`src/rtl/deserializer_pkg.sv`:
```
// Shared types and defaults for the serial-to-parallel receiver.
//   state_t        : receiver FSM states
//   DEF_*          : default parameter values
//   mod_from_count : maps a bit count onto the data_mod encoding (0 = full word)
package deserializer_pkg;

  typedef enum logic [1:0] {
    IDLE,
    COLLECT,
    FLUSH
  } state_t;

  localparam int unsigned DEF_DATA_BUS_WIDTH = 16;
  localparam int unsigned DEF_DATA_MOD_WIDTH = $clog2(DEF_DATA_BUS_WIDTH);
  localparam int unsigned DEF_GAP_CYCLES     = 1;

  function automatic int unsigned mod_from_count(input int unsigned count,
                                                 input int unsigned bus_width);
    return count % bus_width;
  endfunction

endpackage

```
`src/rtl/deserializer_if.sv`:
```
// Bundle of the serial input stream and the parallel output word.
//   ser_data / ser_data_val : MSB-first serial bit and its valid strobe
//   data / data_mod         : parallel word and valid bit count (0 = full word)
//   data_val                : one-cycle word strobe
//   busy                    : partial word in progress
// master drives the serial stream and observes the word; slave is the receiver.
interface deserializer_if
  import deserializer_pkg::*;
#(
  parameter int unsigned DATA_BUS_WIDTH = DEF_DATA_BUS_WIDTH,
  parameter int unsigned DATA_MOD_WIDTH = $clog2(DATA_BUS_WIDTH)
);

  logic                      ser_data;
  logic                      ser_data_val;
  logic [DATA_BUS_WIDTH-1:0] data;
  logic [DATA_MOD_WIDTH-1:0] data_mod;
  logic                      data_val;
  logic                      busy;

  modport master (
    output ser_data, ser_data_val,
    input  data, data_mod, data_val, busy
  );

  modport slave (
    input  ser_data, ser_data_val,
    output data, data_mod, data_val, busy
  );

endinterface

```
`src/rtl/deser_gap_timer.sv`:
```
// Counts consecutive idle cycles of the serial stream.
//   clk_i, srst_i : clock, synchronous active-high reset
//   run           : an idle cycle that counts towards the gap (held low otherwise)
//   expire        : high in the cycle whose idle makes the gap reach GAP_CYCLES
module deser_gap_timer #(
  parameter int unsigned GAP_CYCLES = 1
) (
  input  logic clk_i,
  input  logic srst_i,
  input  logic run,
  output logic expire
);

  localparam int unsigned CW = (GAP_CYCLES > 1) ? $clog2(GAP_CYCLES) : 1;

  logic [CW-1:0] cnt_q;

  // Combinational on the current idle cycle so the partial word can be
  // emitted on the very next cycle.
  assign expire = run && (cnt_q == CW'(GAP_CYCLES - 1));

  always_ff @(posedge clk_i) begin
    if (srst_i || !run || expire) begin
      cnt_q <= '0;
    end else begin
      cnt_q <= cnt_q + CW'(1);
    end
  end

endmodule

```
`src/rtl/deserializer.sv`:
```
// Serial-to-parallel receiver. Packs an MSB-first bit stream into words of
// DATA_BUS_WIDTH bits; emits on a full word, or emits a partial word once the
// stream has been idle for GAP_CYCLES cycles.
//   clk_i   : clock, all logic on posedge
//   srst_i  : synchronous active-high reset
//   bus     : deserializer_if slave (serial input, parallel word output)
module deserializer
  import deserializer_pkg::*;
#(
  parameter int unsigned DATA_BUS_WIDTH = DEF_DATA_BUS_WIDTH,
  parameter int unsigned DATA_MOD_WIDTH = $clog2(DATA_BUS_WIDTH),
  parameter int unsigned GAP_CYCLES     = DEF_GAP_CYCLES
) (
  input logic           clk_i,
  input logic           srst_i,
  deserializer_if.slave bus
);

  state_t                    state_q, state_d;
  logic [DATA_MOD_WIDTH-1:0] count_q, count_d;
  logic [DATA_BUS_WIDTH-1:0] word_q,  word_d;
  logic [DATA_BUS_WIDTH-1:0] word_ins;
  logic [DATA_MOD_WIDTH-1:0] wr_idx;
  logic                      last_bit;

  logic [DATA_BUS_WIDTH-1:0] data_q, data_d;
  logic [DATA_MOD_WIDTH-1:0] mod_q,  mod_d;
  logic                      val_q,  val_d;
  logic                      busy_q, busy_d;

  logic gap_run;
  logic gap_expire;

  assign gap_run = (state_q == COLLECT) && !bus.ser_data_val;

  deser_gap_timer #(
    .GAP_CYCLES(GAP_CYCLES)
  ) u_gap (
    .clk_i  (clk_i),
    .srst_i (srst_i),
    .run    (gap_run),
    .expire (gap_expire)
  );

  // Width is a power of two, so W-1-count is the bitwise complement of count.
  assign wr_idx   = ~count_q;
  assign last_bit = (count_q == '1);

  always_comb begin
    word_ins         = word_q;
    word_ins[wr_idx] = bus.ser_data;
  end

  always_comb begin
    state_d = state_q;
    count_d = count_q;
    word_d  = word_q;
    data_d  = data_q;
    mod_d   = mod_q;
    val_d   = 1'b0;

    if (bus.ser_data_val) begin
      // Shift/count registers are clear outside COLLECT, so a bit arriving in
      // IDLE or in the flush cycle starts a new word without a bubble.
      state_d = COLLECT;
      if (last_bit) begin
        data_d  = word_ins;
        mod_d   = '0;
        val_d   = 1'b1;
        word_d  = '0;
        count_d = '0;
      end else begin
        word_d  = word_ins;
        count_d = count_q + DATA_MOD_WIDTH'(1);
      end
    end else begin
      case (state_q)
        COLLECT: begin
          if (gap_expire) begin
            if (count_q != '0) begin
              // Load the partial word now; FLUSH is the cycle it is presented.
              data_d  = word_q;
              mod_d   = DATA_MOD_WIDTH'(mod_from_count(32'(count_q), DATA_BUS_WIDTH));
              val_d   = 1'b1;
              word_d  = '0;
              count_d = '0;
              state_d = FLUSH;
            end else begin
              state_d = IDLE;
            end
          end
        end
        FLUSH:   state_d = IDLE;
        default: state_d = IDLE;
      endcase
    end

    busy_d = (count_d != '0);
  end

  always_ff @(posedge clk_i) begin
    if (srst_i) begin
      state_q <= IDLE;
      count_q <= '0;
      word_q  <= '0;
      data_q  <= '0;
      mod_q   <= '0;
      val_q   <= 1'b0;
      busy_q  <= 1'b0;
    end else begin
      state_q <= state_d;
      count_q <= count_d;
      word_q  <= word_d;
      data_q  <= data_d;
      mod_q   <= mod_d;
      val_q   <= val_d;
      busy_q  <= busy_d;
    end
  end

  assign bus.data     = data_q;
  assign bus.data_mod = mod_q;
  assign bus.data_val = val_q;
  assign bus.busy     = busy_q;

endmodule

```
`src/flat_wrapper.sv`:
```
// flat-port wrapper written by rule: the top's interface ports become plain ports
module deserializer_flat import deserializer_pkg::*;
#(
  parameter int unsigned DATA_BUS_WIDTH = DEF_DATA_BUS_WIDTH,
  parameter int unsigned DATA_MOD_WIDTH = $clog2(DATA_BUS_WIDTH),
  parameter int unsigned GAP_CYCLES     = DEF_GAP_CYCLES
)
  (clk_i, srst_i, bus_ser_data, bus_ser_data_val, bus_data, bus_data_mod, bus_data_val, bus_busy);
  deserializer_if #(.DATA_BUS_WIDTH(DATA_BUS_WIDTH), .DATA_MOD_WIDTH(DATA_MOD_WIDTH)) bus_i ();
  input logic clk_i;
  input logic srst_i;
  input wire logic [$bits(bus_i.ser_data)-1:0] bus_ser_data;
  input wire logic [$bits(bus_i.ser_data_val)-1:0] bus_ser_data_val;
  output wire logic [$bits(bus_i.data)-1:0] bus_data;
  output wire logic [$bits(bus_i.data_mod)-1:0] bus_data_mod;
  output wire logic [$bits(bus_i.data_val)-1:0] bus_data_val;
  output wire logic [$bits(bus_i.busy)-1:0] bus_busy;
  assign bus_i.ser_data = bus_ser_data;
  assign bus_i.ser_data_val = bus_ser_data_val;
  assign bus_data = bus_i.data;
  assign bus_data_mod = bus_i.data_mod;
  assign bus_data_val = bus_i.data_val;
  assign bus_busy = bus_i.busy;
  deserializer #(.DATA_BUS_WIDTH(DATA_BUS_WIDTH), .DATA_MOD_WIDTH(DATA_MOD_WIDTH), .GAP_CYCLES(GAP_CYCLES)) u_core (.clk_i(clk_i), .srst_i(srst_i), .bus(bus_i));
endmodule
```
`config.mk`:
```
export PLATFORM = sky130hd
export DESIGN_NAME = deserializer_flat
export DESIGN_NICKNAME = d
export VERILOG_FILES = /design/src/rtl/deserializer_pkg.sv /design/src/rtl/deserializer_if.sv /design/src/rtl/deser_gap_timer.sv /design/src/rtl/deserializer.sv /design/src/flat_wrapper.sv
export SDC_FILE = /design/constraint.sdc
export NUM_CORES = 1
export LEC_CHECK = 0
export CORE_MARGIN = 1
export CORE_UTILIZATION = 46
export DETAILED_ROUTE_END_ITERATION = 6
export PLACE_DENSITY = 0.76
export SYNTH_ARGS = -nofsm -noshare
export SYNTH_HDL_FRONTEND = slang
export SYNTH_SLANG_ARGS = --single-unit
```
`constraint.sdc`:
```
create_clock -name clk_i -period 2.1 [get_ports clk_i]
set_clock_uncertainty 0.2 [all_clocks]
set_input_delay 0.525 -clock clk_i [delete_from_list [all_inputs] [get_ports clk_i]]
set_output_delay 0.525 -clock clk_i [all_outputs]
set_load 0.02 [all_outputs]
```
==> key figures <==
Power and ir drop
  – Maximum VDD drop: 0.378 mV
  – Cell area power density: 578 nW/um2
  – Leakage Power: 0.00110 uW

Die
  – Die area: 5220 um2
  – Die H: 72.3 um
  – I/O pin count: 26
  – Chip width: 72.3 um
  – Row count: 25
  – Core area: 4720 um2
  – Initial Utilization: 0.481

STA
  – Final Hold Viols: 0
  – FMAX: 497 MHz
  – Setup TNS: 0 ns
  – Fin crit period: 2.01 ns
  – Final Cycle Share: 0.957
  – RSZ-0062 raised after global routing: false
  – Slew Viols, Final: 0
  – Final setup fails: 0

Setup path
  – Crit-path slowest cell: or4b_4
  – Reg2reg setup slack: 0.13 ns
  – Crit path kind: input port to flop
  – Worst path bufs/invs: 3
  – CP max stage delay: 0.51 ns
  – CP Cell Sequence: dlygate4sd2_1 > or4b_4 > o21ai_4 > buf_6 > buf_16 > nor2_2 > a311oi_2
  – Worst Path Required: 2.12 ns
  – Worst path top cell family by delay: simple AND/OR/NAND/NOR gates
  – Element type at the critical path end: flop
  – Startpoint types: input port
  – Crit-path max FO: 6
  – Crit path DAT: 2.03 ns

Clock network
  – CTS tree: built
  – CTS Root Cell: clkbuf_8
  – Worst skew pair latency: 0.30 ns
  – CTS buffer count: 5
  – Clk sinks: 45
  – Clock tree buffer depth: 2
  – Clock transition at path regs: 0.09 ns
  – Htree depth: 2
  – Hold buffer count at cts: 0

Status
  – Status: finished clean

Global routing
  – Largest net degree at the start of global routing: 45
  – First-pass GRT wire length: 8740 um
  – GRT Util Overall: 0.216
  – Vias in the first global route: 1,881
  – Initial antenna violation count: 0
  – Total congestion overflow: 0

Job
  – Max cap viols: 0

Synth
  – Post-synth cell types: 44
  – Syn_nets: 273
  – Post-synth top flop: dfxtp_1
  – Post-Syn Area: 2270 um2
  – Sequential fraction of the synthesis area: 0.397
  – Yosys warns: 0
  – Number of synthesized flops with an enable pin: 0
  – Cells after Synth: 265
  – Post-synth ARST share: 0
  – Syn_area_per_cell: 8.57 um2
  – Yosys reg bits: 45

Cells and area
  – Layout cells sized above 1: 0.224
  – Fillers: 411
  – Nets: 319
  – Area taken by multi-input logic gates: 1240 um2
  – P&R area growth vs syn: 31.9%
  – Final Instance Area: 3000 um2
  – Reg area: 901 um2
  – # diodes: 0

Routing
  – Drt wl/cell: 13.7 um
  – Residual DRC count: 0
  – Via count: 2,049
  – DRT antenna net count: 0
  – Initial drt markers: 139
  – Routed vias/inst: 5.41
  – 1st-pass router iterations: 4
  – Routed wire length: 5200 um

Placement
  – Port Buffer Count: 25
  – GP Congestion: 0.864
  – Dpl hpwl: 3300 um
  – DP Area: 2760 um2

Hold path
  – Hold Crit Class: flop to flop
registers in the layout (all words and copies together) (netlist names):
register             count
u_core.state_q           2
u_core.u_gap.cnt_q       1
u_core.bus.data_val      1
u_core.count_q           4
u_core.bus.busy          1
u_core.bus.data_mod      4
u_core.word_q           16
u_core.bus.data         16
layout by cell type, fill, tap and decap left out, types with 3 or more instances in the layout:
cell and instances:
a21oi_1 23, nand3b_1 4, clkbuf_8 6, a311oi_1 5, inv_1 5, nor2_1 25
nand3_1 10, buf_6 3, mux2i_1 9, o211ai_1 3, clkdlybuf4s50_1 24, a211o_1 4
nor3b_1 3, nor3_1 4, a311oi_2 5, o21ai_0 11, a2bb2oi_1 4, nand2b_1 5
nor2_2 5, a22oi_1 4, dfxtp_1 45, buf_4 31, buf_12 4, nand2_1 29
ha_1 4, and3_1 3
where the power goes:
part	leakage (uW)	internal, uW	switching [uW]
logic	0.000689	131	148
clock network	0.0000512	267	303
registers	0.000365	872	10.7
cells by family (layout without fill, tap and decap cells):
group           after synthesis  count (layout)  share of synthesized area
simple gates                101             101                      0.235
other cells                   1               1                    0.00165
flops                        45              45                      0.397
buf+inv                      31              78                     0.0612
mux                          11              11                     0.0496
fa+ha+maj                     4               4                     0.0220
compound gates               72              72                      0.234
per-layer routing:
metal  vias to the layer above  wire length (um)  global-route usage
met5                         -                 0                   0
met1                       964              2400               0.282
li1                       1035                 -                   -
met4                         0                93              0.0980
met2                        41              2540               0.356
met3                         9               164              0.0292
layout make-up:
cell class	instances	share of cell area
clock buffer	6	0.0276
clock inverter	2	0.00459
inverter	5	0.00627
multi-input combinational	189	0.416
sequential	45	0.301
tap	67	0.0280
timing repair buffer	65	0.217
worst paths after layout:
check                           from                  end  cells after the start
setup / recovery    bus_ser_data_val  u_core.bus.data[13]                      7
hold / removal    u_core.bus.data[8]   u_core.bus.data[8]                      2
hold reg to reg   u_core.bus.data[8]   u_core.bus.data[8]                      2
setup reg to reg   u_core.state_q[1]  u_core.bus.data[13]                      6
synth_stat cells, drive strengths merged, types with 5 or more instances:
| master | instances | area share |
|---|---|---|
| dfxtp | 45 | 0.40 |
| nor2 | 30 | 0.055 |
| nand2 | 29 | 0.048 |
| a21oi | 24 | 0.053 |
| clkbuf | 19 | 0.032 |
| o21ai | 12 | 0.031 |
| a311oi | 10 | 0.052 |
| nand3 | 10 | 0.022 |
| mux2i | 9 | 0.040 |
| buf | 7 | 0.021 |
| inv | 5 | 0.0083 |
| nand2b | 5 | 0.014 |
worst min-delay path: stages (launching register included):
cell     delay, ns
dfxtp_1       0.32
nand2_1       0.05
a21oi_1       0.05
metrics by stage:
step	instances	setup slack, ns	hold WS (ns)	power [uW]	util
global placement	364	-0.329	0.242	1150	0.584
global route	379	0.00855	0.285	1810	0.634
CTS	377	0.0211	0.266	1730	0.626
detailed placement	364	-0.343	0.249	1160	0.584
floorplan	265	0.00879	0.244	1060	-
finish	379	0.0896	0.261	1730	0.634
what timing repair did:
action                                  CTS  global route
buffers inserted                          3             2
endpoints found under the setup margin   16             9
cloned                                    2             0
gates resized for setup                   6             3
pin swaps                                 7             1
(Power assumes the default switching activity.)
